$ cat src/rtl/uart_tx_arbiter_pkg.sv
// uart_tx_arbiter_pkg: FSM encodings, default abort timeout and byte-lane helper
// shared by the round-robin UART transmit arbiter.
package uart_tx_arbiter_pkg;

   localparam logic [1:0] ARB_IDLE  = 2'd0;
   localparam logic [1:0] ARB_START = 2'd1;
   localparam logic [1:0] ARB_WAIT  = 2'd2;

   localparam int BIT_CLKS    = 8;
   localparam int FRAME_BITS  = 10;
   // two full frame times before a silent transmitter is declared dead
   localparam int TIMEOUT_DEF = BIT_CLKS * FRAME_BITS * 2;

   function automatic logic [7:0] lane(input logic [63:0] v, input logic [2:0] i);
      return v[{i, 3'b000} +: 8];
   endfunction

endpackage

$ cat src/rtl/uart_tx_arbiter_if.sv
// uart_tx_arbiter_if: requester and transmitter handshake bundle around the arbiter;
// master is the arbiter side, slave the requester/transmitter side.
interface uart_tx_arbiter_if #(parameter int N_REQ = 4);

   logic [N_REQ-1:0]   req;
   logic [8*N_REQ-1:0] req_data;
   logic [N_REQ-1:0]   ack;
   logic               busy;
   logic               tx_ready;
   logic [7:0]         tx_data_o;
   logic               tx_ok;
   logic [2:0]         last_gnt;
   logic               tx_err;

   modport master (
      input  req, req_data, tx_ok,
      output ack, busy, tx_ready, tx_data_o, last_gnt, tx_err
   );

   modport slave (
      output req, req_data, tx_ok,
      input  ack, busy, tx_ready, tx_data_o, last_gnt, tx_err
   );

endinterface

$ cat src/rtl/uart_tx_arbiter_rr_pick.sv
// uart_tx_arbiter_rr_pick: combinational rotate-priority encoder; the first set
// request after last_gnt (wrapping modulo N_REQ) wins.
module uart_tx_arbiter_rr_pick #(
   parameter int N_REQ = 4
) (
   input  logic [N_REQ-1:0] req,
   input  logic [2:0]       last_gnt,
   output logic [2:0]       winner,
   output logic             valid
);

   logic [2*N_REQ-1:0] rot;
   logic [3:0]         off;
   logic [3:0]         sum;

   // doubling the vector makes the wrap-around a plain right shift
   always_comb begin
      rot = {req, req} >> (4'(last_gnt) + 4'd1);
      off = '0;
      for (int i = N_REQ - 1; i >= 0; i--)
         if (rot[i]) off = 4'(i);
      sum = 4'(last_gnt) + 4'd1 + off;
      valid = |req;
      winner = 3'(sum >= 4'(N_REQ) ? sum - 4'(N_REQ) : sum);
   end

endmodule

$ cat src/rtl/uart_tx_arbiter.sv
// uart_tx_arbiter: round-robin scheduler sharing one UART transmitter among N_REQ producers.
// Define UART_ARB_TIMEOUT_EN to abort frames whose tx_ok never arrives (tx_err pulse).
module uart_tx_arbiter
   import uart_tx_arbiter_pkg::*;
#(
   parameter int N_REQ       = 4,
   parameter int TIMEOUT_CYC = TIMEOUT_DEF
) (
   input logic                sys_clk,
   input logic                rst_n,
   uart_tx_arbiter_if.master  bus
);

   logic [1:0]       state_q, state_d;
   logic [2:0]       last_gnt_q, last_gnt_d;
   logic [7:0]       data_q, data_d;
   logic [N_REQ-1:0] ack_q, ack_d;
   logic             busy_q, busy_d;
   logic             tx_ready_q, tx_ready_d;
   logic [2:0]       winner;
   logic             valid;
`ifdef UART_ARB_TIMEOUT_EN
   localparam int CW = $clog2(TIMEOUT_CYC + 1);
   logic [CW-1:0]    cnt_q, cnt_d;
   logic             tx_err_q, tx_err_d;
`endif

   uart_tx_arbiter_rr_pick #(.N_REQ(N_REQ)) u_pick (
      .req      (bus.req),
      .last_gnt (last_gnt_q),
      .winner   (winner),
      .valid    (valid)
   );

   always_comb begin
      state_d    = state_q;
      last_gnt_d = last_gnt_q;
      data_d     = data_q;
      ack_d      = '0;
      busy_d     = busy_q;
      tx_ready_d = 1'b0;
`ifdef UART_ARB_TIMEOUT_EN
      cnt_d      = cnt_q;
      tx_err_d   = 1'b0;
`endif
      if (state_q == ARB_IDLE && valid) begin
         state_d    = ARB_START;
         last_gnt_d = winner;
         data_d     = lane(64'(bus.req_data), winner);
         ack_d      = N_REQ'(1) << winner;
         busy_d     = 1'b1;
      end
      // registered start pulse lands the cycle after ack
      if (state_q == ARB_START) begin
         state_d    = ARB_WAIT;
         tx_ready_d = 1'b1;
`ifdef UART_ARB_TIMEOUT_EN
         cnt_d      = '0;
`endif
      end
      if (state_q == ARB_WAIT) begin
         if (bus.tx_ok) begin
            state_d = ARB_IDLE;
            busy_d  = 1'b0;
         end
`ifdef UART_ARB_TIMEOUT_EN
         else if (cnt_q == CW'(TIMEOUT_CYC - 1)) begin
            state_d  = ARB_IDLE;
            busy_d   = 1'b0;
            tx_err_d = 1'b1;
         end
         else cnt_d = cnt_q + 1'b1;
`endif
      end
   end

   always_ff @(posedge sys_clk or negedge rst_n) begin
      if (!rst_n) begin
         state_q    <= ARB_IDLE;
         last_gnt_q <= 3'(N_REQ - 1);
         data_q     <= 8'h00;
         ack_q      <= '0;
         busy_q     <= 1'b0;
         tx_ready_q <= 1'b0;
      end else begin
         state_q    <= state_d;
         last_gnt_q <= last_gnt_d;
         data_q     <= data_d;
         ack_q      <= ack_d;
         busy_q     <= busy_d;
         tx_ready_q <= tx_ready_d;
      end
   end

`ifdef UART_ARB_TIMEOUT_EN
   always_ff @(posedge sys_clk or negedge rst_n) begin
      if (!rst_n) begin
         cnt_q    <= '0;
         tx_err_q <= 1'b0;
      end else begin
         cnt_q    <= cnt_d;
         tx_err_q <= tx_err_d;
      end
   end
   assign bus.tx_err = tx_err_q;
`else
   assign bus.tx_err = 1'b0;
`endif

   assign bus.ack       = ack_q;
   assign bus.busy      = busy_q;
   assign bus.tx_ready  = tx_ready_q;
   assign bus.tx_data_o = data_q;
   assign bus.last_gnt  = last_gnt_q;

endmodule
$ cat src/flat_wrapper.sv
// flat-port wrapper written by rule: the top's interface ports become plain ports
module uart_tx_arbiter_flat import uart_tx_arbiter_pkg::*;
#(
   parameter int N_REQ       = 4,
   parameter int TIMEOUT_CYC = TIMEOUT_DEF
)
  (sys_clk, rst_n, bus_req, bus_req_data, bus_tx_ok, bus_ack, bus_busy, bus_tx_ready, bus_tx_data_o, bus_last_gnt, bus_tx_err);
  uart_tx_arbiter_if #(.N_REQ(N_REQ)) bus_i ();
  input logic sys_clk;
  input logic rst_n;
  input wire logic [$bits(bus_i.req)-1:0] bus_req;
  input wire logic [$bits(bus_i.req_data)-1:0] bus_req_data;
  input wire logic [$bits(bus_i.tx_ok)-1:0] bus_tx_ok;
  output wire logic [$bits(bus_i.ack)-1:0] bus_ack;
  output wire logic [$bits(bus_i.busy)-1:0] bus_busy;
  output wire logic [$bits(bus_i.tx_ready)-1:0] bus_tx_ready;
  output wire logic [$bits(bus_i.tx_data_o)-1:0] bus_tx_data_o;
  output wire logic [$bits(bus_i.last_gnt)-1:0] bus_last_gnt;
  output wire logic [$bits(bus_i.tx_err)-1:0] bus_tx_err;
  assign bus_i.req = bus_req;
  assign bus_i.req_data = bus_req_data;
  assign bus_i.tx_ok = bus_tx_ok;
  assign bus_ack = bus_i.ack;
  assign bus_busy = bus_i.busy;
  assign bus_tx_ready = bus_i.tx_ready;
  assign bus_tx_data_o = bus_i.tx_data_o;
  assign bus_last_gnt = bus_i.last_gnt;
  assign bus_tx_err = bus_i.tx_err;
  uart_tx_arbiter #(.N_REQ(N_REQ), .TIMEOUT_CYC(TIMEOUT_CYC)) u_core (.sys_clk(sys_clk), .rst_n(rst_n), .bus(bus_i));
endmodule
$ cat config.mk
export PLATFORM = sky130hd
export DESIGN_NAME = uart_tx_arbiter_flat
export DESIGN_NICKNAME = d
export VERILOG_FILES = /design/src/rtl/uart_tx_arbiter_pkg.sv /design/src/rtl/uart_tx_arbiter_if.sv /design/src/rtl/uart_tx_arbiter_rr_pick.sv /design/src/rtl/uart_tx_arbiter.sv /design/src/flat_wrapper.sv
export SDC_FILE = /design/constraint.sdc
export NUM_CORES = 1
export LEC_CHECK = 0
export BUFFER_PORTS_ARGS = -buffer_cell sky130_fd_sc_hd__buf_2
export CORE_MARGIN = 3
export CORE_UTILIZATION = 46
export DETAILED_ROUTE_END_ITERATION = 10
export MAX_ROUTING_LAYER = met4
export PLACE_DENSITY = 0.8
export SLEW_MARGIN = 5
export SYNTH_ARGS = -nofsm -noshare
export SYNTH_HDL_FRONTEND = slang
export SYNTH_SLANG_ARGS = --single-unit
$ cat constraint.sdc
create_clock -name sys_clk -period 3.2 [get_ports sys_clk]
set_input_delay 0.8 -clock sys_clk [delete_from_list [all_inputs] [get_ports sys_clk]]
set_output_delay 0.8 -clock sys_clk [all_outputs]
set_load 0.02 [all_outputs]
# == After elaboration in Yosys (flattened, before gate mapping) ==
# Cells that the tools add are included.
# totals
ff_bits,19
out_inout_bits,18
wordCells,32
# classes
add_sub_neg,3
n_lt_le_gt_ge,1
eq_ne,2
n_shift,3
n_mux,14
reduce_logical,3
# op_table
operator,n
64-bit by 7-bit variable part select with 8-bit output,1
4-bit 2-to-1 mux,4
2-bit 2-to-1 mux,5
8-bit by 4-bit right shift with 4-bit output,1
3-bit by 1-bit adder with 4-bit output (second input constant),1
4-bit adder,1
4-bit by 3-bit >= comparator with 1-bit output (second input constant),1
1-bit 2-to-1 mux,4
4-bit OR reduction,1
1-bit by 3-bit << shifter with 4-bit output (first input constant),1
3-bit 2-to-1 mux,1
3-bit subtractor (second input constant),1
2-bit by 1-bit == test with 1-bit output (second input constant),1
2-bit == test (second input constant),1
2-bit zero test,1
1-bit logical AND,1

# == Logic depth before layout (Yosys ltp) ==
# Gate-level depths: netlist of the first run.
# depth
word_depth,11
mapped_depth,11

# == Modules after synthesis ==
# Synthesis of the first run repeated with hierarchy kept, for this count alone.
# hier_totals
hier_cells,94
area_unflattened_um2,1219.9
# modules_own_cells
module,n_inst,cells_each,area_each_um2
uart_tx_arbiter,1,60,898.4
uart_tx_arbiter_rr_pick,1,34,321.6

# == Least setup slack after synthesis of the first run ==
# No wires, ideal clock.
# synth_path
path_kind,in2reg
from,input bus_req[3]
to,"register u_core.data_q[0], in the netlist u_core.bus.tx_data_o[0]"
setup_time_ns,0.119
arrival_ns,3.033
slack_ns,0.048
stages,10
n_path_buf,1
cell_sequence,or3b_2 o21ai_0 a21oi_1 a2bb2oi_1 ha_1 fa_1 buf_1 mux4_2 inv_1 o21ai_2
# synth_between
elab_chain_cells,9
word_cells_on_any_way,12
# synth_rtl
element,line,source
from (decl),flat_wrapper.sv:11,input wire logic [$bits(bus_i.req)-1:0] bus_req;
8-bit by 4-bit right shift with 4-bit output,uart_tx_arbiter_rr_pick.sv:18,"rot = {req, req} >> (4'(last_gnt) + 4'd1);"
2-bit 2-to-1 mux,uart_tx_arbiter_rr_pick.sv:21,if (rot[i]) off = 4'(i);
4-bit 2-to-1 mux (3 in a row),uart_tx_arbiter_rr_pick.sv:21,
4-bit adder,uart_tx_arbiter_rr_pick.sv:22,sum = 4'(last_gnt) + 4'd1 + off;
4-bit by 3-bit >= comparator with 1-bit output or 3-bit subtractor (tied branches),uart_tx_arbiter_rr_pick.sv:24,winner = 3'(sum >= 4'(N_REQ) ? sum - 4'(N_REQ) : sum);
3-bit 2-to-1 mux,uart_tx_arbiter_rr_pick.sv:24,
64-bit by 7-bit variable part select with 8-bit output,uart_tx_arbiter_pkg.sv:15,"return v[{i, 3'b000} +: 8];"
to (signal assigned),uart_tx_arbiter.sv:88,data_q <= data_d;
to (decl),uart_tx_arbiter.sv:16,"logic [7:0] data_q, data_d;"
# Several ways; a longest one is shown, not always the timed one.
# A chain may end at the register's enable or synchronous reset.

# == Worst setup path in the final report of the first run ==
# layout_path
from,input bus_req[3]
to,"register u_core.data_q[7], in the netlist u_core.bus.tx_data_o[7]"
# The elaborated chain is that of the path after synthesis.

==> results.toml, run 1 <==
[run_status]
run_status = "finished, final reports clean"

[logic_synthesis]
ys.warnings.count = 0
summed_instance_area_of_the_synthesized_netlist_mm2 = 0.001200
synth_nets = 156
netlist-cell-type-count = 38
synth_cells = 114
post_synth_mux_area_share_pct = 15.02
post_synth_and_or_nand_nor_area_fraction_pct = 11.37
yosys.area_share.xor_xnor_pct = 0
post_synth_fa_ha_maj_area_fraction_pct = 3.754
synth_top_family_by_area = "compound AO/OA/AOI/OAI gates"
compound_gate_portion_of_the_synthesized_area_pct = 20.75
synth.avg_cell_area_um2 = 10.53
seq_area_frac_synth_pct = 39.83
synth_seq_cells = 19

[worst_setup_path]
critical_path.n_buffers_inverters = 3
kind_of_start_point_of_the_critical_path = "primary input"
worst-r2r-setup-slack_ns = 0.43
worst_setup_path_endpoint = "u_core.bus.tx_data_o[7]$_DFFE_PN0P_"
maximum_cell_stage_delay_along_the_critical_path_ns = 0.55
regToRegStartpoint = "u_core.bus.last_gnt[0]$_DFFE_PN1P_"
r2r_end = "u_core.bus.tx_data_o[7]$_DFFE_PN0P_"
worst-r2r-cell-count = 10
crit_path_cell_trace = "buf_2 > or3b_2 > o21ai_0 > a21oi_1 > a2bb2oi_1 > ha_1 > fa_1 > buf_12 > mux4_2 > inv_1 > o21ai_2"
path_class = "in -> reg"
cp_data_required_time_ns = 3.40
critPathLaunch = "bus_req[3]"
critical_path_arrival_ns = 3.03
cell_type_group_with_the_largest_total_delay_on_the_critical_path = "adder cells"
endpoint_kind = "flip-flop"
timing.critical_path.slowest_stage_cell = "fa_1"
worst-path-stages = 11
critical_path.max_fanout = 12

[grt]
antenna_found_initial = 0
grt_pass1_wl_um = 4567
grt_busiest_layer = "met2"
maximum_number_of_pins_on_one_net_before_global_route_repair = 20
globalRoute.totalOverflow = 0
number_of_global_route_vias_before_repair = 1043
groute.layer.met2.usage_pct = 31.00
grtUsageMet3_pct = 2.489
globalRouteMet1Util_pct = 21.69
global_route.usage.total_pct = 18.35

[clocking]
htreeDepth = 1
clock_path_buffers = 2
postCtsResizedCells = 0
cts_setup_buffers = 0
tritoncts = "done"
cts_made_buffers = 3
cts.sinks = 19
clk_pin_slew_worst_paths_ns = 0.11
worstSkewPairLatency_ns = 0.30
cts_hold_repair.buffers = 0
cts-root-buf = "clkbuf_4"

[placement]
dp_slack_ns = 0.06629
hpwlAfterDp_um = 2144
gp_congestion = 0.9333
port-buffer-count = 55
postPlaceCellArea_mm2 = 0.001536

[die]
die_y_um = 57.08
die_area_mm2 = 0.003258
placement_rows = 17
top_level_ports = 57
placeableCoreArea_mm2 = 0.002340
die_x_extent_um = 57.08
initial_utilization_pct = 51.28

[final_layout]
final_core_occ_pct = 66.84
final_nets = 215
layout-area-overhead-vs-synth_pct = 30.34
final.fill_count = 196
num_antenna_cells = 0
fin_area_mm2 = 0.001564
share_of_cells_above_drive_strength_1_pct = 50.00

[pwr]
p_leak_uw = 0.0008225
power-per-cell-area_mw_per_mm2 = 387.4
max-vdd-ir-drop_uv = 263.5

[routing]
via_count = 1092
detail_route.drc_violations = 0
ant_nets = 0
finalWirelength_um = 2693
detail_route.iter0.violations = 39
drt_first_pass_iters = 4
routed_wire_length_per_instance_um = 13.47
vias_per_cell = 5.460

[timing]
maxClockFrequency_ghz = 0.3535
finalSetupTns_ns = 0
finClkSkew_ns = 0.001229
rsz0062_at_grt = "no"
hold_violations = 0
final-max-slew-violation-count = 0
report.final.setup_viol = 0
timing.final.ws_setup_ns = 0.3709
layout_worst_path_cycle_share_pct = 88.41
layout_min_cycle_time_ns = 2.829

[hold_path]
min-delay-path-class = "in -> async"

[job]
maxCapViolCount = 0
-- registers in the layout (all words and copies together), names as in the netlist --
| name | flops |
|---|---|
| u_core.bus.tx_data_o | 8 |
| u_core.bus.ack | 4 |
| u_core.bus.last_gnt | 3 |
| u_core.state_q | 2 |
| u_core.bus.busy | 1 |
| u_core.bus.tx_ready | 1 |
-- worst min path at each step --
| stage | start | endpoint | slack, ns | cells after the start |
|---|---|---|---|---|
| after floorplan | u_core.state_q[1]$_DFF_PN0_ | u_core.bus.tx_ready$_DFF_PN0_ | 0.45 | 1 |
| after global placement | u_core.bus.tx_data_o[7]$_DFFE_PN0P_ | u_core.bus.tx_data_o[7]$_DFFE_PN0P_ | 0.46 | 2 |
| after detailed placement | u_core.bus.tx_data_o[6]$_DFFE_PN0P_ | u_core.bus.tx_data_o[6]$_DFFE_PN0P_ | 0.47 | 2 |
| after CTS | rst_n | u_core.bus.busy$_DFF_PN0_ | 0.42 | 1 |
| after global routing | rst_n | u_core.bus.busy$_DFF_PN0_ | 0.44 | 1 |
| final | rst_n | u_core.bus.tx_data_o[7]$_DFFE_PN0P_ | 0.42 | 1 |
-- cells in the final DEF (no fill, tap or decap), types with 2 or more instances in the layout --
cell type / instances
o21ai_0: 6
buf_4: 3
ha_1: 2
inv_1: 19
a21oi_1: 4
nor2b_1: 2
o21ai_1: 2
o21ai_2: 6
mux4_2: 8
nand2_1: 12
clkbuf_4: 3
a211oi_1: 2
dfrtp_1: 17
nor2_1: 3
buf_12: 2
buf_2: 55
nor3_2: 4
dfstp_2: 2
-- kinds of logic after synthesis --
| group | after synthesis |
|---|---|
| DFF | 19 |
| adders and majority gates | 3 |
| muxes | 8 |
| buffers and inverters | 25 |
| and+or+nand+nor | 25 |
| other | 1 |
| AOI/OAI and AO/OA | 33 |
-- through the flow --
stage / instances / hold WS (ns) / power, uW
finish: 200 / 0.4161 / 605.9
global route: 200 / 0.4414 / 642.2
CTS: 200 / 0.4200 / 614.1
detailed placement: 196 / 0.4697 / 489.3
global placement: 196 / 0.4566 / 482.4
floorplan: 114 / 0.4459 / 413.8
-- area by class of cell --
class	count	area [um^2]	area share, %
multi-input cells	70	614.3	39.28
inverters	19	71.32	4.560
clock inverters	1	5.005	0.3200
flip-flops and latches	19	478.0	30.56
repair buffers	60	337.8	21.60
clock buffers	3	22.52	1.440
well taps	28	35.03	2.240
-- power breakdown --
group / total (uW) / switching [uW] / internal (uW) / leakage (uW)
Sequential: 259 / 7.80 / 251 / 0.000225
Combinational: 224 / 110 / 113 / 0.000579
Clock: 123 / 76.4 / 46.6 / 0.0000177
Total: 606 / 194 / 411 / 0.000823
-- synthesized netlist by cell type (all sizes together) --
| cell type | count | area share [%] |
|---|---|---|
| a211o | 1 | 0.73 |
| a211oi | 2 | 1.3 |
| a21boi | 1 | 0.63 |
| a21oi | 4 | 1.7 |
| a2bb2oi | 1 | 0.73 |
| a32o | 1 | 0.83 |
| a32oi | 1 | 0.73 |
| and2 | 1 | 0.52 |
| and3 | 1 | 0.52 |
| buf | 5 | 2.7 |
| clkbuf | 1 | 0.31 |
| conb | 1 | 0.31 |
| dfrtp | 17 | 35 |
| dfstp | 2 | 4.4 |
| fa | 1 | 1.7 |
| ha | 2 | 2.1 |
| inv | 19 | 5.9 |
| mux4 | 8 | 15 |
| nand2 | 12 | 3.8 |
| nand2b | 1 | 0.52 |
| nor2 | 3 | 0.94 |
| nor2b | 2 | 1.0 |
| nor3 | 4 | 3.3 |
| o211a | 1 | 0.83 |
| o211ai | 1 | 0.63 |
| o21ai | 14 | 7.7 |
| o21bai | 1 | 1.6 |
| o221ai | 1 | 0.73 |
| o22a | 1 | 0.73 |
| o22ai | 1 | 0.52 |
| o311a | 1 | 0.83 |
| o31ai | 1 | 0.63 |
| or3b | 1 | 0.73 |
-- worst register-to-register path, cell delays in order, from the launching register on --
cell and delay [ns]:
dfstp_2 0.67, nand2_1 0.11, a21boi_0 0.16, o31ai_1 0.27, a2bb2oi_1 0.11, ha_1 0.23, fa_1 0.55, buf_12 0.15
mux4_2 0.29, inv_1 0.08, o21ai_2 0.05
-- metal layers --
layer	part of all wire [%]	routed length [um]
met5	0	0
met4	1.7	45
met3	7.6	204
met2	50	1350
met1	41	1091
(Power assumes the default switching activity.)
==> inputs of run 2 (changes only) <==
--- a/config.mk
+++ b/config.mk
@@ -14,4 +14,5 @@
 export SLEW_MARGIN = 5
 export SYNTH_ARGS = -nofsm -noshare
 export SYNTH_HDL_FRONTEND = slang
+export SYNTH_HIERARCHICAL = 1
 export SYNTH_SLANG_ARGS = --single-unit
==> results.toml, run 2 <==
[run_status]
run_status = "finished, final reports clean"

[routing]
ant_nets = 0
detail_route.drc_violations = 0
finalWirelength_um = 2563
detail_route.iter0.violations = 28
via_count = 1035
drt_first_pass_iters = 4
routed_wire_length_per_instance_um = 13.78
vias_per_cell = 5.565

[timing]
post_route_worst_hold_slack_ns = 0.4231
hold_violations = 0
layout_min_cycle_time_ns = 2.988
timing.slew.headroom_pct = 61.70
final-max-slew-violation-count = 0
timing.final.ws_setup_ns = 0.2115
layout_worst_path_cycle_share_pct = 93.39
report.final.setup_viol = 0
timing_worst_slew_pin_value_ns = 0.5721
maxClockFrequency_ghz = 0.3346
rsz0062_at_grt = "no"
finClkSkew_ns = 0.003522

[pwr]
power-per-cell-area_mw_per_mm2 = 1076
max-vdd-ir-drop_uv = 955.6
p_leak_uw = 0.0008200
sequentialPowerShare_pct = 26.6
internal_power_uw = 997.7
gate_power_share_pct = 66.8
net-switching-power_uw = 723.7
power_switching_share_pct = 42.04
power.total_uw = 1721
power.share.clock_pct = 6.6

[logic_synthesis]
synth.avg_cell_area_um2 = 12.98
synth_common_cells = "17 x dfrtp_1, 8 x a22o_1, 8 x inv_1"
synth_most_common_cell = "dfrtp_1"
ys.warnings.count = 6
ys.flop_type = "dfrtp_1"
seq_area_frac_synth_pct = 39.18
summed_instance_area_of_the_synthesized_netlist_mm2 = 0.001220
synth_area_leader_cell = "dfrtp_1"
synth_cells = 94
synth_async_sr_flop_share_pct = 100.0
netlist-cell-type-count = 38
yosysTopAreaCellShare_pct = 34.87
synth-edff-count = 0
synth_nets = 136
synth_top_cells_by_area = "dfrtp_1 35%, mux4_2 9.2%, mux4_1 6.5%, a22o_1 5.7%, dfstp_2 4.3%"
synth_seq_cells = 19

[placement]
gp_congestion = 0.7157
dp_slack_ns = -0.2626
hpwlAfterDp_um = 2157
port-buffer-count = 55
dp_cells = 181

[die]
die_y_um = 57.50
placeableCoreArea_mm2 = 0.002500
die_area_mm2 = 0.003306
die_x_extent_um = 57.50
placement_rows = 18
top_level_ports = 57
initial_utilization_pct = 48.80

[grt]
antenna_found_initial = 0
number_of_global_route_vias_before_repair = 1077
maximum_number_of_pins_on_one_net_before_global_route_repair = 20
grt_pass1_wl_um = 4347
global_route.usage.total_pct = 17.04
globalRoute.totalOverflow = 0

[final_layout]
final.fill_count = 194
layout-area-overhead-vs-synth_pct = 31.18
share_of_cells_above_drive_strength_1_pct = 55.77
final_cell_count_no_fill = 186
layout_common_cells = "55 x buf_2, 17 x dfrtp_1, 8 x a22o_1, 8 x buf_4, 7 x inv_1"
final_nets = 199
num_antenna_cells = 0
largest_register_ff_count = 8
mostFrequentLayoutCell = "buf_2"

[clocking]
clock_path_buffers = 2
clk_pin_slew_worst_paths_ns = 0.10
tritoncts = "done"
worstSkewPairLatency_ns = 0.28
cts_made_buffers = 3
cts.sinks = 19
cts_hold_repair.buffers = 0
cts-root-buf = "clkbuf_4"
htreeDepth = 1

[hold_path]
min-delay-path-class = "in -> async"

[worst_setup_path]
timing.critical_path.mode_cell = "a211oi_1"
critical_path_arrival_ns = 3.17
endpoint_kind = "flip-flop"
critPathLaunch = "u_core/bus.last_gnt[0]$_DFFE_PN1P_"
critical_path.max_fanout = 10
maximum_cell_stage_delay_along_the_critical_path_ns = 0.65
critical_path.n_buffers_inverters = 1
crit_path_cell_trace = "mux2_1 > a211oi_1 > a211oi_1 > ha_1 > fa_1 > clkinvlp_4 > mux4_2 > a22o_1"
cp_data_required_time_ns = 3.38
regToRegStartpoint = "u_core/bus.last_gnt[0]$_DFFE_PN1P_"
timing.critical_path.slowest_stage_cell = "dfstp_2"
path_class = "reg -> reg"
worst-r2r-setup-slack_ns = 0.21
cell_type_group_with_the_largest_total_delay_on_the_critical_path = "adder cells"
kind_of_start_point_of_the_critical_path = "flip-flop"

[job]
maxCapViolCount = 0
run 2: cell count changes in the layout (fill, tap and decap cells not counted), moves of 3 or more:
cell / change
buf_4: +5
mux2_2: +3
mux4_1: +3
o21ai_0: -4
mux4_2: -3
nand2_1: -9
inv_1: -12
a22o_1: +8
nor3_2: -4
o21ai_2: -6
mux2_1: +3
run 2: cell type report:
cell class	instances	area [um^2]	share of cell area, %
multi-input combinational	61	683.2	42.69
sequential	19	478.0	29.87
timing repair buffer	64	340.3	21.27
tap	30	37.54	2.346
inverter	8	33.78	2.111
clock buffer	3	22.52	1.407
clock inverter	1	5.005	0.3127
run 2: what timing repair did:
item,in CTS,in global routing
cloned,0,0
setup endpoints to repair,4,8
buffers inserted,0,1
resized for setup,1,1
run 2: worst reg2reg max path, cell delays in order, from the launching register on:
cell,delay (ns)
dfstp_2,0.65
mux2_1,0.36
a211oi_1,0.23
a211oi_1,0.12
ha_1,0.23
fa_1,0.53
clkinvlp_4,0.22
mux4_2,0.33
a22o_1,0.21
run 2: power by group through the flow:
| stage | Sequential, uW | Combinational, uW | Clock, uW |
|---|---|---|---|
| 6_report | 458 | 1150 | 113 |
| 5_1_grt | 476 | 1270 | 128 |
| 4_1_cts | 467 | 1130 | 116 |
| 3_5_place_dp | 463 | 1130 | 0 |
| 3_3_place_gp | 462 | 1080 | 0 |
| 2_1_floorplan | 556 | 754 | 0 |
run 2: worst paths after layout:
path / depth (start not counted) / to
hold reg to reg: 1 / u_core/bus.tx_data_o[3]$_DFFE_PN0P_
min in group sys_clk: 1 / u_core/bus.tx_data_o[3]$_DFFE_PN0P_
setup / recovery: 8 / u_core/bus.tx_data_o[4]$_DFFE_PN0P_
setup reg to reg: 8 / u_core/bus.tx_data_o[4]$_DFFE_PN0P_
hold / removal: 1 / u_core/bus.tx_data_o[2]$_DFFE_PN0P_
max in group asynchronous: 1 / u_core/bus.last_gnt[1]$_DFFE_PN1P_
run 2: routing by layer:
metal	GRT usage (%)	up-vias	wire [um]
li1	-	483	-
met1	19.59	506	1003
met2	31.29	44	1378
met3	0.6787	2	166
met4	5.960	0	14
met5	-	-	0
run 2: per-stage QoR:
step                      setup TNS (ns)  utilization (%)  instance area [um^2]
final                                  0            64.01                  1600
after global routing                   0            64.01                  1600
after CTS                              0            63.66                  1592
after detailed placement          -2.438            62.21                  1555
after global placement           -0.6347            62.21                  1555
after floorplan                        0                -                  1220
run 2: cells by family after synthesis:
group / Yosys count / synth area share [%]
compound gates: 21 / 16.21
flops: 19 / 39.18
mux: 18 / 25.33
simple gates: 18 / 9.232
buf+inv: 14 / 6.051
fa+ha+maj: 3 / 3.692
other cells: 1 / 0.3074
==> inputs of run 3 (changes only) <==
--- a/config.mk
+++ b/config.mk
@@ -10,7 +10,7 @@
 export CORE_UTILIZATION = 46
 export DETAILED_ROUTE_END_ITERATION = 10
 export MAX_ROUTING_LAYER = met4
-export PLACE_DENSITY = 0.8
+export PLACE_DENSITY = 0.79
 export SLEW_MARGIN = 5
 export SYNTH_ARGS = -nofsm -noshare
 export SYNTH_HDL_FRONTEND = slang
==> results.toml, run 3 (same netlist as run 2, synthesis figures left out) <==
[worst_setup_path]
critical_path.max_fanout = 10
path_class = "reg -> reg"
cp_data_required_time_ns = 3.38
kind_of_start_point_of_the_critical_path = "flip-flop"
critical_path_arrival_ns = 3.24
worst-r2r-cell-count = 8
endpoint_kind = "flip-flop"

[routing]
detail_route.iter0.violations = 15
vias_per_cell = 5.387
detail_route.drc_violations = 0
via_count = 1002
ant_nets = 0
drt_first_pass_iters = 4
routed_wire_length_per_instance_um = 14.05
finalWirelength_um = 2614

[clocking]
htreeDepth = 1
tritoncts = "done"
clock_path_buffers = 2
cts-root-buf = "clkbuf_4"
cts_hold_repair.buffers = 0
cts.sinks = 19
worstSkewPairLatency_ns = 0.28
clk_pin_slew_worst_paths_ns = 0.10
cts_made_buffers = 3

[final_layout]
area.sequential_um2 = 478.0
share_of_cells_above_drive_strength_1_pct = 55.77
fin_area_mm2 = 0.001613
layout-area-overhead-vs-synth_pct = 32.21
layout_common_cells = "55 x buf_2, 17 x dfrtp_1, 8 x a22o_1"
largest_register_ff_count = 8
final.fill_count = 214
multiInputGateArea_um2 = 683.2
num_antenna_cells = 0
final_nets = 199
mostFrequentLayoutCell = "buf_2"

[die]
top_level_ports = 57
die_x_extent_um = 57.50
placeableCoreArea_mm2 = 0.002500
placement_rows = 18
initial_utilization_pct = 48.80
die_y_um = 57.50
die_area_mm2 = 0.003306

[grt]
globalRoute.totalOverflow = 0
number_of_global_route_vias_before_repair = 1073
global_route.usage.total_pct = 17.15
grt_pass1_wl_um = 4402
antenna_found_initial = 0
maximum_number_of_pins_on_one_net_before_global_route_repair = 20

[timing]
rsz0062_at_grt = "no"
layout_min_cycle_time_ns = 3.062
post_route_worst_hold_slack_ns = 0.4287
timing_worst_slew_pin_value_ns = 0.5697
final-max-slew-violation-count = 0
maxClockFrequency_ghz = 0.3266
hold_violations = 0
timing.slew.headroom_pct = 61.86
report.final.setup_viol = 0
finClkSkew_ns = 0.001847
layout_worst_path_cycle_share_pct = 95.68

[job]
maxCapViolCount = 0

[run_status]
run_status = "finished, final reports clean"

[pwr]
power-per-cell-area_mw_per_mm2 = 1097
max-vdd-ir-drop_uv = 718.9
p_leak_uw = 0.0008246

[placement]
postPlaceCellArea_mm2 = 0.001568
port-buffer-count = 55
gp_congestion = 0.7149
hpwlAfterDp_um = 2119

[hold_path]
min-delay-path-class = "in -> async"
-- run 3: cell count changes in the layout (fill, tap and decap cells not counted) --
cell / change
buf_12: +1
buf_4: -1
-- run 3: final cells by class --
class	count	area share [%]
inverters	8	2.095
clock buffers	3	1.396
multi-input cells	61	42.36
well taps	30	2.327
clock inverters	1	0.3103
repair buffers	64	21.88
flip-flops and latches	19	29.64
-- run 3: path summary, 6_finish.rpt --
path	from	end	slack [ns]
max	u_core/bus.last_gnt[0]$_DFFE_PN1P_	u_core/bus.tx_data_o[3]$_DFFE_PN0P_	0.14
min	rst_n	u_core/bus.tx_data_o[5]$_DFFE_PN0P_	0.43
max reg2reg	u_core/bus.last_gnt[0]$_DFFE_PN1P_	u_core/bus.tx_data_o[3]$_DFFE_PN0P_	0.14
min reg2reg	u_core/bus.tx_data_o[5]$_DFFE_PN0P_	u_core/bus.tx_data_o[5]$_DFFE_PN0P_	0.51
max in group asynchronous	rst_n	u_core/bus.last_gnt[1]$_DFFE_PN1P_	2.44
min in group sys_clk	u_core/bus.tx_data_o[5]$_DFFE_PN0P_	u_core/bus.tx_data_o[5]$_DFFE_PN0P_	0.51
-- run 3: repair_timing --
item,4_1_cts,5_1_grt
buffers inserted,0,1
endpoints found under the setup margin,2,8
resized for setup,1,1
-- run 3: layer usage --
layer,share of wire [%],GRT usage (%),vias to the layer above
met3,7.2,0.4525,2
met4,0.84,5.960,0
met5,0,-,-
met1,39,20.06,471
met2,52,31.29,49
li1,-,-,480
-- run 3: power breakdown --
| group | internal, uW | switching (uW) | leakage, uW |
|---|---|---|---|
| clock network | 46.4 | 66.7 | 0.0000177 |
| registers | 363 | 98.4 | 0.000236 |
| logic | 624 | 570 | 0.000571 |
| total | 1030 | 735 | 0.000825 |
-- run 3: through the flow --
stage | cells | TNS [ns] | setup WS [ns] | utilization (%) | total power (uW)
after floorplan | 94 | 0 | 0.1095 | - | 1310
after global placement | 181 | -0.7966 | -0.1203 | 62.71 | 1587
after detailed placement | 181 | -1.646 | -0.1861 | 62.71 | 1633
after CTS | 185 | 0 | 0.07751 | 64.16 | 1757
after global routing | 186 | 0 | 0.02315 | 64.51 | 1916
final | 186 | 0 | 0.1383 | 64.51 | 1769
-- run 3: critical path: stages, from the launching register on --
cell and delay, ns:
dfstp_2 0.65, mux2_1 0.36, nor4_1 0.26, a211oi_1 0.11, ha_1 0.23, fa_1 0.54, clkinvlp_4 0.24, mux4_2 0.35
a22o_1 0.22
